## src/rtl/adc_cond_pkg.sv

```systemverilog
// Shared definitions for the ADC conditioning front-end.
//   state_t       : pipeline states of the conditioner FSM
//   midscale()    : 2^(width-1), the offset-binary zero for a given width
//   MIDSCALE_IN   : midscale of the default 12-bit ADC word
//   MIDSCALE_OUT  : midscale of the default 8-bit output sample
package adc_cond_pkg;

  typedef enum logic [1:0] {
    S_ACC,
    S_DC,
    S_SCALE,
    S_LOAD
  } state_t;

  localparam int unsigned DEF_SAMPLE_WIDTH = 12;
  localparam int unsigned DEF_OUT_W        = 8;

  function automatic int unsigned midscale(input int unsigned width);
    return 32'd1 << (width - 1);
  endfunction

  localparam int unsigned MIDSCALE_IN  = midscale(DEF_SAMPLE_WIDTH);
  localparam int unsigned MIDSCALE_OUT = midscale(DEF_OUT_W);

endpackage

```

## src/rtl/sat_scale.sv

```systemverilog
// Combinational gain, rescale, saturate and offset stage.
//   ac     in   SAMPLE_WIDTH+1  signed AC term (mean minus dc estimate)
//   result out  OUT_W           offset-binary sample, midscale = zero
// The AC term is shifted left by GAIN_SHIFT, then arithmetically right by
// SAMPLE_WIDTH-OUT_W (rounds toward -inf), clamped to the signed OUT_W range
// and offset by 2^(OUT_W-1).
module sat_scale #(
  parameter int unsigned SAMPLE_WIDTH = 12,
  parameter int unsigned OUT_W        = 8,
  parameter int unsigned GAIN_SHIFT   = 0
) (
  input  logic signed [SAMPLE_WIDTH:0] ac,
  output logic        [OUT_W-1:0]      result
);

  localparam int unsigned EW   = SAMPLE_WIDTH + 1 + GAIN_SHIFT;
  localparam int unsigned DROP = SAMPLE_WIDTH - OUT_W;
  localparam logic signed [EW-1:0] S_MAX = EW'((1 << (OUT_W - 1)) - 1);
  // ~x == -x-1, so this is the most negative OUT_W value
  localparam logic signed [EW-1:0] S_MIN = ~S_MAX;

  logic signed [EW-1:0]    wide;
  logic signed [EW-1:0]    scaled;
  logic        [OUT_W-1:0] clipped;

  always_comb begin
    wide   = EW'(ac) <<< GAIN_SHIFT;
    scaled = wide >>> DROP;
    if (scaled > S_MAX) begin
      clipped = S_MAX[OUT_W-1:0];
    end else if (scaled < S_MIN) begin
      clipped = S_MIN[OUT_W-1:0];
    end else begin
      clipped = scaled[OUT_W-1:0];
    end
    // adding midscale to an in-range two's complement value flips its MSB
    result = {~clipped[OUT_W-1], clipped[OUT_W-2:0]};
  end

endmodule

```

## src/rtl/adc_conditioner.sv

```systemverilog
// ADC sample front-end feeding the sliding DFT.
//   clk         in   pixel clock
//   reset       in   asynchronous, active-high
//   adc_ready   in   ADC data-valid level; rising edge marks a new word
//   adc_data    in   ADC word, stable while adc_ready is high
//   dc_bypass   in   1: dc fixed at midscale, tracker frozen
//   out_valid   out  out_sample holds an unconsumed result
//   out_ready   in   consumer takes out_sample when out_valid & out_ready
//   out_sample  out  conditioned offset-binary sample
//   overrun     out  sticky: an unconsumed result was overwritten
//   overrun_clr in   clears overrun; a simultaneous new overrun wins
// Boxcar-averages 2^DECIM_LOG2 words, removes DC with a first-order IIR
// tracker, applies gain and saturation, and presents the result on a
// valid/ready hold register three clocks after the completing edge.
module adc_conditioner
  import adc_cond_pkg::*;
#(
  parameter int unsigned SAMPLE_WIDTH = DEF_SAMPLE_WIDTH,
  parameter int unsigned OUT_W        = DEF_OUT_W,
  parameter int unsigned DECIM_LOG2   = 2,
  parameter int unsigned DC_SHIFT     = 8,
  parameter int unsigned GAIN_SHIFT   = 0
) (
  input  logic                    clk,
  input  logic                    reset,
  input  logic                    adc_ready,
  input  logic [SAMPLE_WIDTH-1:0] adc_data,
  input  logic                    dc_bypass,
  output logic                    out_valid,
  input  logic                    out_ready,
  output logic [OUT_W-1:0]        out_sample,
  output logic                    overrun,
  input  logic                    overrun_clr
);

  localparam int unsigned AW = SAMPLE_WIDTH + DECIM_LOG2;
  localparam int unsigned CW = DECIM_LOG2 + 1;
  localparam int unsigned DW = SAMPLE_WIDTH + DC_SHIFT;

  localparam logic [CW-1:0]           CNT_LAST = CW'((1 << DECIM_LOG2) - 1);
  localparam logic [SAMPLE_WIDTH-1:0] MID_IN   = SAMPLE_WIDTH'(midscale(SAMPLE_WIDTH));
  localparam logic [OUT_W-1:0]        MID_OUT  = OUT_W'(midscale(OUT_W));
  localparam logic [DW-1:0]           DC_INIT  = DW'(MID_IN) << DC_SHIFT;

  state_t                    state;
  logic                      adc_ready_q;
  logic [AW-1:0]             acc;
  logic [CW-1:0]             cnt;
  logic [SAMPLE_WIDTH-1:0]   mean;
  logic [DW-1:0]             dc_acc;
  logic signed [SAMPLE_WIDTH:0] ac;
  logic [OUT_W-1:0]          result_q;

  logic                      new_word;
  logic [AW-1:0]             sum;
  logic [SAMPLE_WIDTH-1:0]   dc_ref;
  logic signed [SAMPLE_WIDTH:0] ac_next;
  logic [OUT_W-1:0]          scaled;

  always_comb begin
    new_word = adc_ready & ~adc_ready_q;
    sum      = acc + AW'(adc_data);
    dc_ref   = dc_bypass ? MID_IN : dc_acc[DW-1:DC_SHIFT];
    ac_next  = $signed({1'b0, mean}) - $signed({1'b0, dc_ref});
  end

  sat_scale #(
    .SAMPLE_WIDTH (SAMPLE_WIDTH),
    .OUT_W        (OUT_W),
    .GAIN_SHIFT   (GAIN_SHIFT)
  ) u_sat_scale (
    .ac     (ac),
    .result (scaled)
  );

  always_ff @(posedge clk or posedge reset) begin
    if (reset) begin
      state       <= S_ACC;
      adc_ready_q <= 1'b1;
      acc         <= '0;
      cnt         <= '0;
      mean        <= '0;
      dc_acc      <= DC_INIT;
      ac          <= '0;
      result_q    <= MID_OUT;
      out_valid   <= 1'b0;
      out_sample  <= MID_OUT;
      overrun     <= 1'b0;
    end else begin
      adc_ready_q <= adc_ready;

      case (state)
        S_ACC: ;
        S_DC: begin
          ac <= ac_next;
          if (!dc_bypass) begin
            dc_acc <= dc_acc + DW'(ac_next);
          end
          state <= S_SCALE;
        end
        S_SCALE: begin
          result_q <= scaled;
          state    <= S_LOAD;
        end
        S_LOAD: state <= S_ACC;
        default: state <= S_ACC;
      endcase

      // Accumulation runs in every state so words landing while the
      // pipeline drains are not lost; a completing word restarts it.
      if (new_word) begin
        if (cnt == CNT_LAST) begin
          mean  <= SAMPLE_WIDTH'(sum >> DECIM_LOG2);
          acc   <= '0;
          cnt   <= '0;
          state <= S_DC;
        end else begin
          acc <= sum;
          cnt <= cnt + 1'b1;
        end
      end

      if (state == S_LOAD) begin
        out_sample <= result_q;
        out_valid  <= 1'b1;
      end else if (out_ready) begin
        out_valid <= 1'b0;
      end

      if ((state == S_LOAD) && out_valid && !out_ready) begin
        overrun <= 1'b1;
      end else if (overrun_clr) begin
        overrun <= 1'b0;
      end
    end
  end

endmodule

```

## config.mk

```make
export PLATFORM = sky130hd
export DESIGN_NAME = adc_conditioner
export DESIGN_NICKNAME = d
export VERILOG_FILES = /design/src/rtl/adc_cond_pkg.sv /design/src/rtl/sat_scale.sv /design/src/rtl/adc_conditioner.sv
export SDC_FILE = /design/constraint.sdc
export NUM_CORES = 1
export LEC_CHECK = 0
export BUFFER_PORTS_ARGS = -buffer_cell sky130_fd_sc_hd__buf_2
export CAP_MARGIN = 20
export CELL_PAD_IN_SITES_DETAIL_PLACEMENT = 0
export CELL_PAD_IN_SITES_GLOBAL_PLACEMENT = 1
export CORE_MARGIN = 3
export CORE_UTILIZATION = 50
export CTS_CLUSTER_DIAMETER = 80
export CTS_CLUSTER_SIZE = 16
export DETAILED_ROUTE_END_ITERATION = 8
export PLACE_DENSITY = 0.79
export SETUP_SLACK_MARGIN = 0.3
export SLEW_MARGIN = 10
export SYNTH_ARGS = -nofsm -noshare
export SYNTH_HDL_FRONTEND = slang
export SYNTH_HIERARCHICAL = 1
export SYNTH_SLANG_ARGS = --single-unit
```

## constraint.sdc

```tcl
create_clock -name clk -period 6 [get_ports clk]
set_clock_uncertainty 0.05 [all_clocks]
set_input_delay 0.9 -clock clk [delete_from_list [all_inputs] [get_ports clk]]
set_output_delay 0.9 -clock clk [all_outputs]
set_load 0.005 [all_outputs]
```

### Word-level counts from Yosys, hierarchy flattened

Cells that the tools add are included.
Widths: inputs -> output; s select.

* bits in read-only memories: 0
* output and inout port bits: 10
* bits of input ports: 18
* bits in registers: 83
* bits in latches: 0
* memories: 0
* memory bits (writable): 0
* word-level logic and storage cells: 44

* magnitude comparators: 2
* $mul: 0
* equal/unequal tests: 4
* bitwise gates (word level): 4
* divide/modulo/power cells: 0
* add/subtract/negate cells: 4
* shift-type cells: 0
* reduce and logical (&&, ||, !) cells: 7
* muxes and demuxes: 12

Operators with widths (number)
* $add 20x20->20: 1
* $mux 8: 2
* $add 14x12->14: 1
* $mux 14: 1
* $sub 12x12->13: 1
* $mux 12: 1
* $gt 9x8->1 const B: 1
* $lt 9x8->1 const B: 1
* $pmux 2 s3: 1
* $eq 2x2->1 const B: 2
* $mux 1: 4
* $mux 2: 2
* $reduce_and 2->1: 2
* $reduce_bool 2->1: 2
* $add 3x1->3 const B: 1
* $eq 3x2->1 const B: 1
* $mux 3: 1
* $not 1->1: 3
* $eq 2x1->1 const B: 1
* $logic_and 1x1->1: 2
* $and 1x1->1: 1
* $logic_not 1->1: 1

### Depth between registers and ports, before layout

* depth in word-level cells: 4
* mapped depth: 18
* mapped depth without buffers: 17

### Modules after synthesis

The synthesis kept the hierarchy.

Modules (own cells, without submodules)
* adc_conditioner: cells an instance 513, area each 5156.2 um^2, sequential area each 2082.0 um^2, instances 1
* sat_scale: cells an instance 9, area each 93.8 um^2, sequential area each 0.0 um^2, instances 1

### Least setup slack after synthesis

No wires, ideal clock.

* path type: input port to flip-flop
* from: in dc_bypass
* to: reg dc_acc[17]
* cell stages on the path: 14
* arrival: 4.065 ns
* required time: 5.826 ns
* slack: 1.761 ns
* library setup time: 0.124 ns
* buffers on the path: 1
* cells stage by stage: clkbuf_1 -> nand2b_1 -> fa_1 -> and3_1 -> o21ai_1 -> a211oi_1 -> o31ai_1 -> and2_1 -> ha_1 -> a21oi_1 -> nand2_1 -> a221o_1 -> a21o_1 -> a211o_1

* longest elaborated chain between the ends: 3
* elaborated cells on any way between the ends: 5
* those cells by class: 2 x add/sub; 1 x mux; 1 x bitwise; 1 x reduce/logical

Ends and longest elaborated chain
* start, declared: line adc_conditioner.sv:28 `input logic dc_bypass,`
* $mux 12: line adc_conditioner.sv:63 `dc_ref = dc_bypass ? MID_IN : dc_acc[DW-1:DC_SHIFT];`
* $sub 12x12->13: line adc_conditioner.sv:64 `ac_next = $signed({1'b0, mean}) - $signed({1'b0, dc_ref});`
* net ac_next[12]: line adc_conditioner.sv:57 `logic signed [SAMPLE_WIDTH:0] ac_next;`
* $add 20x20->20: line adc_conditioner.sv:97 `dc_acc <= dc_acc + DW'(ac_next);`
* end signal, assigned: line adc_conditioner.sv:97
* end, declared: line adc_conditioner.sv:50 `logic [DW-1:0] dc_acc;`

The timed path passes the listed nets, and every way through them passes these cells.
A chain may end at the register's enable or synchronous reset.

### Final worst setup path

* from: in dc_bypass
* to: reg dc_acc[19]

Same word-level chain as after synthesis.

==> reports/metrics.csv <==
stage,metric,value,unit
run_status,status,"complete, no violations",
placed_design,place.gp.congestion,0.846,
yosys,synth_nets,583,
critical_path,path_class,primary input to flop,
clock_network,clock-sinks,79,
sta,hold_viol,0,
sta,setup_viol,0,
layout,final_nets,609,
yosys,syn_avg_cell_area,9.96,um2
clock_network,tritoncts,built,
critical_path,crit_top_cell,ha_1,
layout,regArea,0.00198,mm2
critical_path,path_cells,"buf_2, nor2b_1, ha_1, inv_1, fa_1, and3_1, o21ai_1, a21oi_1, a311oi_1, nor3_1, ha_1, nand4_1, a211oi_1, nor2_1, a2111oi_1, a211o_1, nand3_1, xnor2_1",
global_routing,gr-total-overflow,0,
die,die_area,0.0115,mm2
clock_network,clockRootBuffer,clkbuf_8,
sta,fin_crit_sh,74.3,%
layout,layout_common_cells,"dfrtp_1, nand2_1, ha_1",
drt,via_count,3824,
global_routing,grt_usage,19.6,%
layout,num-fill-cells,868,
layout,mostFrequentLayoutCell,dfrtp_1,
clock_network,post_cts_buffers,0,
clock_network,clk_pin_slew,80,ps
sta,worstMarginPinSlew,990,ps
clock_network,htreeDepth,3,
global_routing,grt_pass1_wl,17700,um
critical_path,cp_num_buf_inv,2,
yosys,syn_area,0.00511,mm2
layout,syn2layout_area_growth,9.26,%
placed_design,portBuffers,27,
sta,period_needed,4460,ps
sta,fmaxAchievable,224,MHz
clock_network,cts_resized,0,
flow_run,drv_cap,0,
critical_path,required,6220,ps
placed_design,dpl.hpwl,8180,um
layout,multi_input_area,0.00298,mm2
die,die_w,107,um
drt,ant_nets,0,
yosys,yosysWarningCount,6,
global_routing,antenna_found_initial,0,
clock_network,insertion_delay,350,ps
clock_network,postCtsHoldBufs,0,
sta,slew_headroom,34.0,%
clock_network,cts_max_path_buffers,2,
critical_path,max_stage_delay,550,ps
die,initial_utilization,51.8,%
critical_path,critical_path.startpoint_type,primary input,
global_routing,grt_pass1_vias,3626,
sta,rsz0062_at_grt,false,
critical_path,cp_top_family,compound AO/OA/AOI/OAI gates,
die,core_area,0.00986,mm2
critical_path,critical-path-slowest-cell,a2111oi_1,
drt,drc,0,
critical_path,crit_fanout,14,
die,die-height,107,um
drt,wl_per_cell,15.7,um
drt,routed_via_density,5.65,
critical_path,crit_path_end_kind,flop,
die,io_pins,28,
sta,drv_slew,0,
sta,finalSetupTns,0,ps
critical_path,cp.arrival,4680,ps
clock_network,cts_buffers,9,
layout,drive_gt1_share,18.4,%
drt,drt-total-wl,10700,um
global_routing,grt_max_degree,80,
die,num_rows,36,
drt,first_pass_iters,4,
yosys,postSynthCellCount,513,
drt,first_iter_violations,187,
layout,n_antenna_cell,0,
min_path,hold_path_class,flop to flop,
[through the flow]
step	worst slack [ps]	hold WS [ps]	area, um2	instances	util, %
6_report	1540	445	5580	677	56.6
5_1_grt	1110	459	5580	677	56.6
4_1_cts	1570	444	5580	677	56.6
3_5_place_dp	1220	427	5370	661	54.4
3_3_place_gp	1410	413	5370	661	54.4
2_1_floorplan	1760	400	5110	513	-
[final timing paths]
path / slack, ps / endpoint / cells past startpoint / from
max in group asynchronous: 4470 / ac[12]$_DFFE_PP0N_ / 3 / reset
min in group asynchronous: 790 / overrun$_DFFE_PP0P_ / 3 / reset
hold reg to reg: 440 / dc_acc[19]$_DFFE_PP1P_ / 1 / dc_acc[19]$_DFFE_PP1P_
setup reg to reg: 1820 / dc_acc[19]$_DFFE_PP1P_ / 17 / dc_acc[8]$_DFFE_PP0P_
setup / recovery: 1540 / dc_acc[19]$_DFFE_PP1P_ / 18 / dc_bypass
hold / removal: 440 / dc_acc[19]$_DFFE_PP1P_ / 1 / dc_acc[19]$_DFFE_PP1P_
[metal layers]
metal	up-vias	global-route usage (%)	share of wire, %	wire [um]
met4	0	7.58	2.3	245
met2	63	29.8	45	4840
met5	-	0	0	0
met3	19	3.31	2.5	268
met1	1843	27.9	50	5300
li1	1899	-	-	-
[cell type report]
type,instances,share of cell area [%]
multi-input cells,396,53.3
flip-flops and latches,79,35.5
well taps,133,2.98
repair buffers,30,2.83
clock buffers,9,2.22
clock inverters,7,1.57
inverters,23,1.57
[registers in the layout, indices dropped and copies added, names as in the netlist]
name,count
mean,12
out_valid,1
state,2
result_q,8
acc,14
overrun,1
cnt,3
adc_ready_q,1
ac,9
out_sample,8
dc_acc,20
Power is not shown: default switching activity piles up to over one toggle a cycle in this logic, so the estimate is an artifact.
